`config.mk`:
```
export PLATFORM = sky130hd
export DESIGN_NAME = multi_channel_controller
export DESIGN_NICKNAME = d
export VERILOG_FILES = /design/src/rtl/ctrl_pkg.sv /design/src/rtl/ctrl_chan_sel.sv /design/src/rtl/multi_channel_controller.sv
export SDC_FILE = /design/constraint.sdc
export NUM_CORES = 1
export LEC_CHECK = 0
export ABC_AREA = 1
export BUFFER_PORTS_ARGS = -buffer_cell sky130_fd_sc_hd__buf_2
export CELL_PAD_IN_SITES_DETAIL_PLACEMENT = 1
export CELL_PAD_IN_SITES_GLOBAL_PLACEMENT = 1
export CORE_MARGIN = 2
export CORE_UTILIZATION = 40
export CTS_CLUSTER_DIAMETER = 100
export DETAILED_ROUTE_END_ITERATION = 10
export PLACE_DENSITY = 0.86
export SETUP_SLACK_MARGIN = 0.1
export SLEW_MARGIN = 15
export SYNTH_ARGS = -nofsm -noshare
export SYNTH_HDL_FRONTEND = slang
export SYNTH_SLANG_ARGS = --single-unit
```
`constraint.sdc`:
```
create_clock -name Ctrl_CLK -period 5 [get_ports Ctrl_CLK]
set_input_delay 1 -clock Ctrl_CLK [delete_from_list [all_inputs] [get_ports Ctrl_CLK]]
set_output_delay 1 -clock Ctrl_CLK [all_outputs]
set_load 0.02 [all_outputs]
```
`src/rtl/ctrl_pkg.sv`:
```
// ctrl_pkg: shared definitions for the multi-channel filter controller.
//   - ctrl_state_e : FSM state encoding
//   - MEM_*        : Ctrl_MEMRW command codes
//   - ch_width()   : width of a channel index for a given channel count (minimum 1)
package ctrl_pkg;

    typedef enum logic [2:0] {
        StIdle,
        StSel,
        StRd,
        StFilt,
        StWr,
        StDone
    } ctrl_state_e;

    localparam logic [1:0] MEM_IDLE = 2'b00;
    localparam logic [1:0] MEM_RD   = 2'b01;
    localparam logic [1:0] MEM_WR   = 2'b10;

    function automatic int unsigned ch_width(input int unsigned n);
        return (n > 1) ? $clog2(n) : 1;
    endfunction

endpackage

```
`src/rtl/ctrl_chan_sel.sv`:
```
// ctrl_chan_sel: combinational finder for the lowest enabled channel at or above ch_i.
// Ports:
//   mask_i    - latched channel enable mask
//   ch_i      - current channel index; one bit wider than a channel number so that
//               it can point past the last channel
//   found_o   - an enabled channel >= ch_i exists
//   next_ch_o - that channel (0 when none found)
module ctrl_chan_sel
    import ctrl_pkg::*;
#(
    parameter int unsigned N_CH = 4,
    parameter int unsigned CH_W = ch_width(N_CH)
) (
    input  logic [N_CH-1:0] mask_i,
    input  logic [CH_W:0]   ch_i,
    output logic            found_o,
    output logic [CH_W-1:0] next_ch_o
);

    always_comb begin
        found_o   = 1'b0;
        next_ch_o = '0;
        // Scan downwards so the lowest qualifying channel is the last one assigned.
        for (int i = N_CH - 1; i >= 0; i--) begin
            if (mask_i[i] && (i >= int'(ch_i))) begin
                found_o   = 1'b1;
                next_ch_o = CH_W'(i);
            end
        end
    end

endmodule

```
`src/rtl/multi_channel_controller.sv`:
```
// multi_channel_controller: sequences a filter engine over BLOCK_LEN samples for each
// enabled channel. Per sample: memory read, filter enable/done handshake, write-back
// of the filter result to the output region.
// Ports:
//   Ctrl_CLK, Ctrl_RST          - clock, synchronous active-high reset
//   Ctrl_STRT, Ctrl_CHMASK      - start request and channel mask (latched on start)
//   Ctrl_BUSY, Ctrl_DNE         - run in progress, one-cycle completion pulse
//   Ctrl_FEN, Ctrl_FCH          - filter enable and channel being filtered
//   Ctrl_FDNE, Ctrl_FDATA       - filter done and result
//   Ctrl_MEMRW, Ctrl_MEMADDR,
//   Ctrl_MEMWDATA               - memory command (00 idle, 01 read, 10 write), address, data
//   Ctrl_ERR                    - sticky filter timeout error
// Build option: define CTRL_TIMEOUT_EN to abort a run when the filter does not answer
// within TIMEOUT_CYC cycles; otherwise FILT waits forever and Ctrl_ERR is 0.
// All outputs are registered from the next-state values.
module multi_channel_controller
    import ctrl_pkg::*;
#(
    parameter int unsigned          DATA_WIDTH  = 24,
    parameter int unsigned          BUS_WIDTH   = 32,
    parameter int unsigned          N_CH        = 4,
    parameter int unsigned          BLOCK_LEN   = 256,
    parameter logic [BUS_WIDTH-1:0] IN_BASE     = '0,
    parameter logic [BUS_WIDTH-1:0] OUT_BASE    = BUS_WIDTH'(32'h0001_0000),
    parameter int unsigned          TIMEOUT_CYC = 1024
) (
    input  logic                         Ctrl_CLK,
    input  logic                         Ctrl_RST,
    input  logic                         Ctrl_STRT,
    input  logic [N_CH-1:0]              Ctrl_CHMASK,
    output logic                         Ctrl_BUSY,
    output logic                         Ctrl_FEN,
    output logic [ch_width(N_CH)-1:0]    Ctrl_FCH,
    input  logic                         Ctrl_FDNE,
    input  logic [DATA_WIDTH-1:0]        Ctrl_FDATA,
    output logic [1:0]                   Ctrl_MEMRW,
    output logic [BUS_WIDTH-1:0]         Ctrl_MEMADDR,
    output logic [DATA_WIDTH-1:0]        Ctrl_MEMWDATA,
    output logic                         Ctrl_DNE,
    output logic                         Ctrl_ERR
);

    localparam int unsigned ChW  = ch_width(N_CH);
    localparam int unsigned IdxW = $clog2(BLOCK_LEN);

    ctrl_state_e           state_q, state_d;
    logic [N_CH-1:0]       mask_q, mask_d;
    logic [ChW:0]          ch_q, ch_d;
    logic [IdxW-1:0]       idx_q, idx_d;
    logic [DATA_WIDTH-1:0] fdata_q, fdata_d;

    logic                  busy_q, fen_q, dne_q;
    logic [ChW-1:0]        fch_q;
    logic [1:0]            memrw_q, memrw_d;
    logic [BUS_WIDTH-1:0]  memaddr_q, memaddr_d, off_d;
    logic [DATA_WIDTH-1:0] memwdata_q, memwdata_d;

    logic                  sel_found;
    logic [ChW-1:0]        sel_ch;
    logic                  timeout;
    logic                  start_acc;

    assign start_acc = (state_q == StIdle) && Ctrl_STRT;

    ctrl_chan_sel #(
        .N_CH (N_CH),
        .CH_W (ChW)
    ) u_chan_sel (
        .mask_i    (mask_q),
        .ch_i      (ch_q),
        .found_o   (sel_found),
        .next_ch_o (sel_ch)
    );

`ifdef CTRL_TIMEOUT_EN
    localparam int unsigned TmrW = $clog2(TIMEOUT_CYC + 1);

    logic [TmrW-1:0] tmr_q, tmr_d;
    logic            err_q, err_d;

    // A done arriving in the expiry cycle wins, so expiry is gated by Ctrl_FDNE.
    assign timeout = (state_q == StFilt) && !Ctrl_FDNE && (tmr_q == TmrW'(TIMEOUT_CYC - 1));

    always_comb begin
        tmr_d = (state_q == StFilt) ? tmr_q + 1'b1 : '0;
        err_d = err_q;
        if (start_acc) begin
            err_d = 1'b0;
        end else if (timeout) begin
            err_d = 1'b1;
        end
    end

    always_ff @(posedge Ctrl_CLK) begin
        if (Ctrl_RST) begin
            tmr_q <= '0;
            err_q <= 1'b0;
        end else begin
            tmr_q <= tmr_d;
            err_q <= err_d;
        end
    end

    assign Ctrl_ERR = err_q;
`else
    assign timeout  = 1'b0;
    assign Ctrl_ERR = 1'b0;
`endif

    // Next-state logic.
    always_comb begin
        state_d = state_q;
        mask_d  = mask_q;
        ch_d    = ch_q;
        idx_d   = idx_q;
        fdata_d = fdata_q;
        unique case (state_q)
            StIdle: begin
                if (Ctrl_STRT) begin
                    mask_d  = Ctrl_CHMASK;
                    ch_d    = '0;
                    state_d = StSel;
                end
            end
            StSel: begin
                if (sel_found) begin
                    ch_d    = {1'b0, sel_ch};
                    idx_d   = '0;
                    state_d = StRd;
                end else begin
                    state_d = StDone;
                end
            end
            StRd: state_d = StFilt;
            StFilt: begin
                if (Ctrl_FDNE) begin
                    fdata_d = Ctrl_FDATA;
                    state_d = StWr;
                end else if (timeout) begin
                    state_d = StDone;
                end
            end
            StWr: begin
                if (idx_q == '1) begin
                    ch_d    = ch_q + 1'b1;
                    state_d = StSel;
                end else begin
                    idx_d   = idx_q + 1'b1;
                    state_d = StRd;
                end
            end
            StDone:  state_d = StIdle;
            default: state_d = StIdle;
        endcase
    end

    // Output decode from the upcoming state so every output is a plain register.
    // BLOCK_LEN is a power of two, so ch*BLOCK_LEN + idx is a concatenation.
    always_comb begin
        off_d      = BUS_WIDTH'({ch_d[ChW-1:0], idx_d});
        memrw_d    = MEM_IDLE;
        memaddr_d  = '0;
        memwdata_d = '0;
        if (state_d == StRd) begin
            memrw_d   = MEM_RD;
            memaddr_d = IN_BASE + off_d;
        end else if (state_d == StWr) begin
            memrw_d    = MEM_WR;
            memaddr_d  = OUT_BASE + off_d;
            memwdata_d = fdata_d;
        end
    end

    always_ff @(posedge Ctrl_CLK) begin
        if (Ctrl_RST) begin
            state_q    <= StIdle;
            mask_q     <= '0;
            ch_q       <= '0;
            idx_q      <= '0;
            fdata_q    <= '0;
            busy_q     <= 1'b0;
            fen_q      <= 1'b0;
            fch_q      <= '0;
            dne_q      <= 1'b0;
            memrw_q    <= MEM_IDLE;
            memaddr_q  <= '0;
            memwdata_q <= '0;
        end else begin
            state_q    <= state_d;
            mask_q     <= mask_d;
            ch_q       <= ch_d;
            idx_q      <= idx_d;
            fdata_q    <= fdata_d;
            busy_q     <= (state_d != StIdle);
            fen_q      <= (state_d == StFilt);
            fch_q      <= (state_d == StFilt) ? ch_d[ChW-1:0] : fch_q;
            dne_q      <= (state_d == StDone);
            memrw_q    <= memrw_d;
            memaddr_q  <= memaddr_d;
            memwdata_q <= memwdata_d;
        end
    end

    assign Ctrl_BUSY     = busy_q;
    assign Ctrl_FEN      = fen_q;
    assign Ctrl_FCH      = fch_q;
    assign Ctrl_DNE      = dne_q;
    assign Ctrl_MEMRW    = memrw_q;
    assign Ctrl_MEMADDR  = memaddr_q;
    assign Ctrl_MEMWDATA = memwdata_q;

endmodule

```
== Word-level counts from Yosys, hierarchy flattened ==
Index checks and enable logic that the tools add are counted.
Cells by class
  $add $sub $neg: 3
  magnitude comparators: 4
  equal/unequal tests: 12
  muxes and demuxes: 26
  bitwise operators: 1
  reduce and logical (&&, ||, !) cells: 11
Operator list (number)
  24-bit 2-to-1 mux: 2
  10-bit 2-to-1 mux: 2
  17-bit by 10-bit adder with 18-bit output (first input constant): 1
  3-bit 2-to-1 mux: 6
  8-bit 2-to-1 mux: 2
  8-bit case mux with 2 select lines: 1
  3-bit case mux with 5 select lines: 1
  3-bit by 2-bit equality test with 1-bit output (second input constant): 4
  2-bit 2-to-1 mux: 6
  3-bit equality test (second input constant): 3
  3-bit case mux with 3 select lines: 1
  8-bit by 1-bit adder with 8-bit output (second input constant): 1
  8-bit equality test (second input constant): 1
  1-bit by 3-bit greater-or-equal comparator with 1-bit output (first input constant): 2
  2-bit by 3-bit greater-or-equal comparator with 1-bit output (first input constant): 2
  2-bit != test (second input constant): 3
  3-bit nonzero test: 2
  1-bit 2-to-1 mux: 5
  1-bit logical AND: 4
  4-bit AND reduction: 1
  3-bit by 1-bit adder with 3-bit output (second input constant): 1
  3-bit by 1-bit equality test with 1-bit output (second input constant): 1
  3-bit logical NOT: 1
  3-bit OR reduction: 1
  3 further kinds: 3
Word-level totals
  register bits after elaboration: 91
  input port bits: 32
  output and inout port bits: 64
  logic and storage cells: 72

== Depth between registers and ports, before layout ==
Gate-level depths: netlist of run 1.
  depth in word-level cells: 11
  depth in mapped cells: 12
  mapped depth without buffers: 12

== Cells and area by module ==
Synthesis of run 1 repeated with hierarchy kept, for this count alone.
Unflattened totals
  cells, all modules: 406
  area, all modules: 3449.6 µm²
By module, submodules not included
  multi_channel_controller: instances 1, cells an instance 389, area an instance 3364.5 µm², seq. area each 1681.6 µm²
  ctrl_chan_sel: instances 1, cells an instance 17, area an instance 85.1 µm², seq. area each 0.0 µm²

== Worst setup path before layout of run 1 ==
Ideal clock, no wire load.
  path type: input-to-reg
  start point: input Ctrl_FDNE
  end point: register fdata_q[3]
  setup time: 128 ps
  arrival: 1873 ps
  data required time: 4872 ps
  path slack: 3000 ps
  cell stages on the path: 5
  path buffers: 1
  path through: nand2_1 > nor3_4 > buf_6 > mux2i_1 > nor2_1
Between the ends
  longest elaborated chain between the ends: 2
Ends and longest elaborated chain
  start: declaration: RTL line multi_channel_controller.sv:34  | input logic Ctrl_FDNE,
  24-bit 2-to-1 mux: RTL line multi_channel_controller.sv:136  | if (Ctrl_FDNE) begin
  24-bit 2-to-1 mux: RTL line multi_channel_controller.sv:117  | unique case (state_q)
  end signal: assignment: RTL line multi_channel_controller.sv:193  | fdata_q <= fdata_d;
  end: declaration: RTL line multi_channel_controller.sv:50  | logic [DATA_WIDTH-1:0] fdata_q, fdata_d;
No other way between the ends.
A chain may end at the register's enable or synchronous reset.

== Worst setup path in the final report of run 1 ==
  start point: register ch_q[1]
  end point: register memaddr_q[0], in the netlist Ctrl_MEMADDR[0]
Between the ends
  longest elaborated chain between the ends: 11
  elaborated cells between the ends (all ways): 21
  classes of those cells: add/sub: 1; order compare: 4; eq/ne: 2; mux: 10; reduce/logical: 4
Ends and longest elaborated chain
  start: declaration: RTL line multi_channel_controller.sv:48  | logic [ChW:0] ch_q, ch_d;
  start signal: assignment: RTL line multi_channel_controller.sv:191  | ch_q <= ch_d;
  2-bit by 3-bit greater-or-equal comparator with 1-bit output: RTL line ctrl_chan_sel.sv:25  | if (mask_i[i] && (i >= int'(ch_i))) begin
  1-bit logical AND: RTL line ctrl_chan_sel.sv:25
  1-bit 2-to-1 mux (3 in a row): RTL line ctrl_chan_sel.sv:25
  1-bit 2-to-1 mux *: RTL line ctrl_chan_sel.sv:25
  8-bit 2-to-1 mux or 3-bit 2-to-1 mux (tied branches): RTL line multi_channel_controller.sv:126  | if (sel_found) begin
  8-bit case mux with 2 select lines or 3-bit case mux with 5 select lines (tied branches): RTL line multi_channel_controller.sv:117
  17-bit by 10-bit adder with 18-bit output or 3-bit equality test (tied branches): RTL line multi_channel_controller.sv:169, multi_channel_controller.sv:167
  10-bit 2-to-1 mux: RTL line multi_channel_controller.sv:167  | end else if (state_d == StWr) begin
  10-bit 2-to-1 mux *: RTL line multi_channel_controller.sv:164  | if (state_d == StRd) begin
  end signal: assignment: RTL line multi_channel_controller.sv:199  | memaddr_q <= memaddr_d;
  end: declaration: RTL line multi_channel_controller.sv:55  | logic [BUS_WIDTH-1:0] memaddr_q, memaddr_d, off_d;
Mark *: on every way between the ends. The rest lies on a longest branch, timed or not.

==> impl_metrics.csv, run 1 <==
group,metric,value,unit
global_routing,grt_use_total,0.174,
setup_path,crit_path_start_kind,"flip-flop",
layout,final_common_cell,"dfxtp_1",
timing,final_hold_viol_count,0,
clock_network,htree_levels,3,
global_routing,grt_overflow,0,
synthesis,synthDistinctLibCells,27,
route,postRouteAntennaNets,0,
placed_design,placed_cell_area,0.00357,sq mm
layout,layout_common_cells,"dfxtp_1 (84), nor2_1 (81), buf_2 (73)",
clock_network,cts_hold_buf,0,
placed_design,gp_congestion,0.839,
global_routing,antenna_found_initial,0,
global_routing,grt_pass1_wl,12.1,mm
run,drv_cap,0,
layout,drive_gt1_frac,0.221,
route,drt_first_pass_iters,4,
synthesis,ys_seq_area_frac,0.521,
global_routing,grt_max_degree,36,
synthesis,netlist_instances,382,
clock_network,root_buffer,"clkbuf_8",
die,fp.dieH,93.8,microns
route,routed_via_density,4.57,
clock_network,cts_resized,0,
clock_network,clk_latency,350,ps
route,first_iter_violations,28,
die,dieArea,0.00880,sq mm
synthesis,synth_area_leaders,"dfxtp_1 (52%), nor2_1 (9.4%), mux2i_1 (7.4%)",
die,die_w,93.8,microns
die,initial_core_util,0.415,
global_routing,grt_pass1_vias,2674,
route,wirelength,7.41,mm
placed_design,dp.final_hpwl,5.58,mm
power,power_leakage,1.83,nW
timing,max_slew_margin,0.517,
hold_path,hold_class,"flip-flop to flip-flop",
clock_network,cts_buffers,9,
timing,tns,0,ps
placed_design,placed_cells,547,
power,powerDensity,440,mW/mm^2
timing,max_freq,464,MHz
timing,fin_crit_sh,0.431,
setup_path,end_kind,"flip-flop",
die,coreArea,0.00777,sq mm
clock_network,cts_tree,"built",
clock_network,clkTransAtPathRegs,90,ps
timing,setup_viol,0,
layout,nFillCells,964,
timing,finalMaxSlewViolations,0,
layout,final_cells,563,
die,boundaryPins,96,
clock_network,cts_max_path_buffers,2,
timing,rsz0062_at_grt,"no",
synthesis,syn_area,0.00323,sq mm
layout,num-nets-final,492,
setup_path,cp_max_fo,10,
clock_network,cts_sinks,84,
route,drc,0,
layout,synthToLayoutAreaGrowth,17.0,%
power,max-vdd-ir-drop,149,uV
timing,skew,6.69,ps
synthesis,yosysTopAreaCell,"dfxtp_1",
placed_design,io_buffers,73,
layout,antennaDiodeCount,0,
synthesis,ys_ff_latch,84,
timing,fin_crit,2150,ps
layout,final_area,0.00377,sq mm
route,wl_per_cell,13.2,microns
run_status,status,"finished, final reports clean",
synthesis,synth.yosys.warnings,0,
synthesis,synth_top_area_frac,0.521,
setup_path,cp.arrival,2390,ps
synthesis,syn_avg_cell_area,8.45,sq um
clock_network,cts_setup_buffers,0,
die,rows,32,
route,vias,2573,
setup_path,crit_type,"flip-flop to flip-flop",
timing,tightest_slew,724,ps
setup_path,required,5240,ps
-- layer usage --
metal | GRT usage | wire, microns | part of all wire
met5 | 0 | 0 | 0
met4 | 0.0519 | 94 | 0.013
met3 | 0.0417 | 406 | 0.055
met2 | 0.303 | 3600 | 0.49
met1 | 0.211 | 3310 | 0.45
-- stage by stage --
| step | power [mW] | utilization | setup WS (ps) | hold slack (ps) |
|---|---|---|---|---|
| 2_1_floorplan | 1.07 | - | 3000 | 430 |
| 3_3_place_gp | 1.15 | 0.460 | 2620 | 445 |
| 3_5_place_dp | 1.18 | 0.460 | 2550 | 457 |
| 4_1_cts | 1.68 | 0.486 | 2810 | 470 |
| 5_1_grt | 1.76 | 0.486 | 2640 | 483 |
| 6_report | 1.66 | 0.486 | 2850 | 464 |
-- state kept, by name, summed over array words and instances, names as in the netlist --
| signal | flops |
|---|---|
| Ctrl_BUSY | 1 |
| Ctrl_DNE | 1 |
| Ctrl_FCH | 2 |
| Ctrl_FEN | 1 |
| Ctrl_MEMADDR | 11 |
| Ctrl_MEMRW | 2 |
| Ctrl_MEMWDATA | 24 |
| ch_q | 3 |
| fdata_q | 24 |
| idx_q | 8 |
| mask_q | 4 |
| state_q | 3 |
-- critical path, stage by stage, from the launching register on --
cell and delay (ps):
dfxtp_1 480, inv_1 130, ha_1 200, o21ai_0 400, nand3_2 210, nand2_2 170, inv_2 70, nand2_1 80
nand2_1 60, inv_2 170, nor2_1 80
-- logic make-up (layout without fill, tap and decap cells) --
group | count (synthesis) | after routing | share of synthesized area
DFF | 84 | 84 | 0.521
AOI/OAI and AO/OA | 24 | 24 | 0.0419
muxes | 24 | 24 | 0.0744
and+or+nand+nor | 168 | 168 | 0.217
adders and majority gates | 4 | 4 | 0.0155
xor gates and xnor gates | 2 | 2 | 0.00543
buffers and inverters | 75 | 133 | 0.123
other | 1 | 22 | 0.00116
-- Yosys cell counts --
cell type   n
o211ai_1    2
o21bai_1    1
nand3_2     1
clkbuf_1    2
nand4_1     4
nor2_1     81
mux2i_1    24
nand3_1    21
nor3_4      1
inv_2       5
conb_1      1
dfxtp_1    84
a21oi_1    10
inv_1      38
nor3_1      2
buf_4      23
xnor2_1     1
a21oi_2     1
ha_1        4
buf_6       4
xor2_1      1
nand2_1    55
nor2_4      1
nand2_2     2
o21ai_0     9
a31o_2      1
buf_1       3
-- cell type report --
cell class,instances,area [sq um],area share
flip-flops and latches,84,1680,0.445
multi-input cells,244,1230,0.325
repair buffers,74,373,0.0988
inverters,43,161,0.0428
well taps,102,128,0.0338
clock buffers,9,124,0.0328
clock inverters,7,81.3,0.0215
-- path summary, 6_finish.rpt --
| kind | from | end | slack, ps | depth (start not counted) |
|---|---|---|---|---|
| max | ch_q[1]$_SDFF_PP0_ | Ctrl_MEMADDR[0]$_SDFF_PP0_ | 2850 | 10 |
| min reg2reg | mask_q[0]$_SDFFE_PP0P_ | mask_q[0]$_SDFFE_PP0P_ | 460 | 2 |
| max reg2reg | ch_q[1]$_SDFF_PP0_ | Ctrl_MEMADDR[0]$_SDFF_PP0_ | 2850 | 10 |
| min | mask_q[0]$_SDFFE_PP0P_ | mask_q[0]$_SDFFE_PP0P_ | 460 | 2 |
-- report_power, final --
part	total, mW	internal [mW]	switching, mW
Combinational	0.404	0.119	0.286
Clock	0.504	0.240	0.264
Sequential	0.752	0.722	0.0300
(Power assumes the default switching activity.)
==> inputs of run 2 (changes only) <==
--- a/config.mk
+++ b/config.mk
@@ -10,10 +10,10 @@
 export CELL_PAD_IN_SITES_DETAIL_PLACEMENT = 1
 export CELL_PAD_IN_SITES_GLOBAL_PLACEMENT = 1
 export CORE_MARGIN = 2
-export CORE_UTILIZATION = 40
+export CORE_UTILIZATION = 37
 export CTS_CLUSTER_DIAMETER = 100
 export DETAILED_ROUTE_END_ITERATION = 10
-export PLACE_DENSITY = 0.86
+export PLACE_DENSITY = 0.81
 export SETUP_SLACK_MARGIN = 0.1
 export SLEW_MARGIN = 15
 export SYNTH_ARGS = -nofsm -noshare
==> constraint.sdc (replaced) <==
create_clock -name Ctrl_CLK -period 2.1 [get_ports Ctrl_CLK]
set_input_delay 0.42 -clock Ctrl_CLK [delete_from_list [all_inputs] [get_ports Ctrl_CLK]]
set_output_delay 0.42 -clock Ctrl_CLK [all_outputs]
set_load 0.02 [all_outputs]
==> impl_metrics.csv, run 2 (synthesis gave the netlist of run 1 again) <==
group,metric,value,unit
run,drv_cap,0,
placed_design,placed_cells,554,
clock_network,clkTransAtPathRegs,90,ps
layout,num-nets-final,495,
route,routed_via_density,4.53,
clock_network,root_buffer,"clkbuf_8",
hold_path,min-delay-start,"Ctrl_FDATA[22]",
setup_path,startpoint,"ch_q[0]$_SDFF_PP0_",
power,max-vdd-ir-drop,425,uV
timing,tns,0,ps
route,wl_per_cell,13.3,microns
global_routing,grt_use_total,0.158,
clock_network,cts_buffers,9,
route,wirelength,7.64,mm
die,fp.dieH,97.4,microns
global_routing,grt_pass1_wl,12.0,mm
clock_network,cts_tree,"built",
layout,synthToLayoutAreaGrowth,18.7,%
layout,final_area,0.00383,sq mm
timing,setup_viol,0,
setup_path,required,2350,ps
layout,final_common_cell,"dfxtp_1",
route,postRouteAntennaNets,0,
route,vias,2591,
die,dieArea,0.00948,sq mm
die,die_w,97.4,microns
timing,max_freq,544,MHz
die,initial_core_util,0.376,
power,powerDensity,1050,mW/mm^2
global_routing,antenna_found_initial,0,
route,first_iter_violations,62,
timing,fin_crit_sh,0.875,
timing,finalMaxSlewViolations,0,
layout,layout_common_cells,"dfxtp_1 (83), nor2_1 (79), buf_2 (73)",
hold_path,hold_class,"primary input to flip-flop",
layout,drive_gt1_frac,0.235,
route,drc,0,
global_routing,grt_overflow,0,
run_status,status,"finished, final reports clean",
layout,final_cells,572,
die,boundaryPins,96,
setup_path,worstRegToRegCells,12,
timing,skew,12.9,ps
clock_network,cts_max_path_buffers,2,
placed_design,gp_congestion,0.813,
global_routing,grt_max_degree,27,
setup_path,crit_type,"flip-flop to flip-flop",
die,coreArea,0.00859,sq mm
setup_path,reg2reg_from,"ch_q[0]$_SDFF_PP0_",
clock_network,htree_levels,3,
timing,fin_crit,1840,ps
setup_path,r2r-end,"Ctrl_MEMADDR[7]$_SDFF_PP0_",
placed_design,placed_cell_area,0.00360,sq mm
setup_path,cp.arrival,2090,ps
timing,final_hold_viol_count,0,
timing,rsz0062_at_grt,"no",
layout,antennaDiodeCount,0,
setup_path,r2r_slack,260,ps
power,power_leakage,1.83,nW
die,rows,34,
hold_path,hold_end,"Ctrl_MEMWDATA[22]$_SDFF_PP0_",
clock_network,clk_latency,360,ps
clock_network,cts_sinks,84,
route,drt_first_pass_iters,4,
hold_path,hold_depth,3,
placed_design,dp.final_hpwl,5.56,mm
global_routing,grt_pass1_vias,2583,
placed_design,io_buffers,73,
setup_path,end_kind,"flip-flop",
setup_path,cp_max_fo,10,
timing,fin_hold_ws,319,ps
setup_path,crit_path_start_kind,"flip-flop",
[run 2: changes by cell type in the layout (fill, tap and decap cells not counted), moves of 2 or more]
cell,before,now
clkinvlp_4,0,2
buf_4,1,3
nor2_1,81,79
nor2_2,0,2
[run 2: worst max path at each step]
stage                            endpoint  slack (ps)  cells after the start
2_1_floorplan  Ctrl_MEMADDR[0]$_SDFF_PP0_         450                     10
5_1_grt        Ctrl_MEMADDR[7]$_SDFF_PP0_          90                     12
3_5_place_dp   Ctrl_MEMADDR[8]$_SDFF_PP0_          60                     10
3_3_place_gp   Ctrl_MEMADDR[0]$_SDFF_PP0_         250                     10
6_report       Ctrl_MEMADDR[7]$_SDFF_PP0_         260                     12
4_1_cts        Ctrl_MEMADDR[7]$_SDFF_PP0_         110                     10
[run 2: routing by layer]
| metal | global-route usage | vias to the layer above | wire length (microns) |
|---|---|---|---|
| met5 | 0 | - | 0 |
| met4 | 0.0566 | 0 | 147 |
| met3 | 0.0518 | 17 | 460 |
| met2 | 0.255 | 84 | 3530 |
| met1 | 0.198 | 1191 | 3500 |
| li1 | - | 1299 | - |
[run 2: repair_timing]
item / in CTS / in global routing
pin swaps: 0 / 1
setup buffers: 0 / 2
gates resized for setup: 1 / 7
hold endpoints to repair: 0 / 0
endpoints found under the setup margin: 10 / 10
hold buffers: 0 / 0
[run 2: where the power goes]
| part | switching (mW) | internal, mW | total, mW |
|---|---|---|---|
| logic | 0.717 | 0.325 | 1.04 |
| registers | 0.0667 | 1.72 | 1.79 |
| clock network | 0.622 | 0.563 | 1.18 |
[run 2: layout make-up]
class                      instances  area [sq um]
fill                            1056          4760
sequential                        84          1680
multi-input combinational        244          1240
timing repair buffer              77           408
inverter                          43           164
tap                              108           135
clock buffer                      10           128
clock inverter                     6          71.3
[run 2: metrics by stage]
step | power (mW) | utilization | setup WS (ps)
finish | 4.01 | 0.446 | 263
global route | 4.24 | 0.446 | 88.7
CTS | 3.98 | 0.442 | 107
detailed placement | 2.80 | 0.419 | 58.4
global placement | 2.76 | 0.419 | 249
floorplan | 2.55 | - | 445
[run 2: worst max-delay path: stages, from the launching register on]
cell     delay, ps
dfxtp_1        390
inv_1          100
ha_1           200
inv_1           50
nand2_1         70
a21oi_2        200
nand3_2        170
nand2_4        130
inv_2           60
nand2_1         80
nand2_1         90
inv_4          130
nor2_1          70
==> inputs of run 3 (changes only) <==
--- a/config.mk
+++ b/config.mk
@@ -7,13 +7,14 @@
 export LEC_CHECK = 0
 export ABC_AREA = 1
 export BUFFER_PORTS_ARGS = -buffer_cell sky130_fd_sc_hd__buf_2
-export CELL_PAD_IN_SITES_DETAIL_PLACEMENT = 1
+export CELL_PAD_IN_SITES_DETAIL_PLACEMENT = 0
 export CELL_PAD_IN_SITES_GLOBAL_PLACEMENT = 1
 export CORE_MARGIN = 2
-export CORE_UTILIZATION = 37
+export CORE_UTILIZATION = 30
 export CTS_CLUSTER_DIAMETER = 100
 export DETAILED_ROUTE_END_ITERATION = 10
-export PLACE_DENSITY = 0.81
+export PLACE_DENSITY = 0.68
+export RECOVER_POWER = 25
 export SETUP_SLACK_MARGIN = 0.1
 export SLEW_MARGIN = 15
 export SYNTH_ARGS = -nofsm -noshare
==> impl_metrics.csv, run 3 (synthesis gave the netlist of run 1 again) <==
group,metric,value,unit
run_status,status,"finished, final reports clean",
timing,rsz0062_at_grt,"no",
route,postRouteAntennaNets,0,
power,powerDensity,1010,mW/mm^2
global_routing,grt_use_total,0.116,
timing,setup_viol,0,
setup_path,endpoint,"Ctrl_MEMADDR[1]$_SDFF_PP0_",
route,wirelength,6.58,mm
layout,num-nets-final,494,
route,vias,2478,
setup_path,crit_type,"flip-flop to flip-flop",
die,fp.dieH,108,microns
layout,antennaDiodeCount,0,
die,coreArea,0.0104,sq mm
timing,skew,10.6,ps
global_routing,grt_pass1_wl,10.5,mm
layout,drive_gt1_frac,0.164,
timing,fin_crit,1810,ps
timing,final_hold_viol_count,0,
die,boundaryPins,96,
setup_path,reg2reg_from,"ch_q[0]$_SDFF_PP0_",
placed_design,gp_congestion,0.849,
setup_path,worstRegToRegCells,12,
global_routing,grt_pass1_vias,2311,
route,routed_via_density,4.14,
route,first_iter_violations,92,
run,drv_cap,0,
power,max-vdd-ir-drop,401,uV
setup_path,required,2340,ps
global_routing,antenna_found_initial,0,
clock_network,cts_resized,1,
clock_network,root_buffer,"clkbuf_8",
timing,max_freq,551,MHz
placed_design,dp.final_hpwl,4.77,mm
setup_path,end_kind,"flip-flop",
route,top_layer,"met4",
power,total_power,3.83,mW
clock_network,htree_levels,3,
route,drt_first_pass_iters,5,
timing,finalMaxSlewViolations,0,
route,routed-wl-met3,455,microns
setup_path,cp_max_fo,10,
setup_path,crit_path_start_kind,"flip-flop",
setup_path,r2r-end,"Ctrl_MEMADDR[1]$_SDFF_PP0_",
power,power_leakage,1.71,nW
global_routing,grt_max_degree,29,
clock_network,clkTransAtPathRegs,90,ps
hold_path,hold_class,"primary input to flip-flop",
die,die_w,108,microns
timing,fin_hold_ws,325,ps
layout,final_common_cell,"dfxtp_1",
setup_path,r2r_slack,290,ps
clock_network,cts_sinks,84,
timing,tns,0,ps
layout,synthToLayoutAreaGrowth,17.6,%
clock_network,clk_latency,350,ps
route,m1WireLength,3.27,mm
clock_network,cts_buffers,9,
route,drc,0,
timing,fin_crit_sh,0.864,
setup_path,cp.arrival,2060,ps
die,initial_core_util,0.311,
route,dr_wl_met2,2.76,mm
global_routing,grt_overflow,0,
die,rows,37,
clock_network,cts_tree,"built",
setup_path,startpoint,"ch_q[0]$_SDFF_PP0_",
hold_path,min-delay-start,"Ctrl_FDATA[22]",
clock_network,cts_hold_buf,0,
route,wl_per_cell,11.0,microns
die,dieArea,0.0116,sq mm
clock_network,cts_setup_buffers,0,
placed_design,io_buffers,73,
layout,layout_common_cells,"dfxtp_1 (83), nor2_1 (79), nand2_1 (55)",
clock_network,cts_max_path_buffers,2,
[run 3: routing by layer]
layer,GRT usage,vias to the layer above
met4,0.0476,0
met5,0,-
met1,0.157,1077
met3,0.0266,10
li1,-,1299
met2,0.176,92
[run 3: layout make-up]
type	count	area, sq um
clock buffer	10	128
clock inverter	6	52.6
fill	1117	6580
inverter	43	164
multi-input combinational	244	1230
sequential	84	1680
tap	136	170
timing repair buffer	76	365
[run 3: worst min path at each step]
stage                                               to  cells past startpoint  slack (ps)
final                     Ctrl_MEMWDATA[22]$_SDFF_PP0_                      3         330
after global routing            fdata_q[21]$_SDFF_PP0_                      3         320
after CTS                 Ctrl_MEMWDATA[22]$_SDFF_PP0_                      3         310
after detailed placement        mask_q[3]$_SDFFE_PP0P_                      2         460
after global placement          mask_q[3]$_SDFFE_PP0P_                      2         450
after floorplan                 mask_q[0]$_SDFFE_PP0P_                      2         430
[run 3: where the power goes]
part	internal, mW	leakage, nW	switching (mW)	total [mW]
logic	0.297	0.937	0.672	0.969
registers	1.72	0.679	0.0627	1.78
clock network	0.454	0.0927	0.622	1.08
[run 3: metrics by stage]
step | std cells | area, sq um | worst slack, ps | utilization
floorplan | 403 | 3310 | 445 | -
global placement | 583 | 3640 | 237 | 0.351
detailed placement | 583 | 3640 | 111 | 0.351
CTS | 599 | 3820 | 191 | 0.368
global route | 599 | 3790 | 116 | 0.366
finish | 599 | 3790 | 285 | 0.366
[run 3: worst max-delay path, cell delays in order, from the launching register on]
cell and delay, ps:
dfxtp_1 380, inv_1 90, ha_1 200, inv_1 50
nand2_1 90, a21oi_4 200, nand3_2 160, nand2_4 130
inv_2 60, nand2_1 70, nand2_1 80, inv_4 130
nor2_1 60
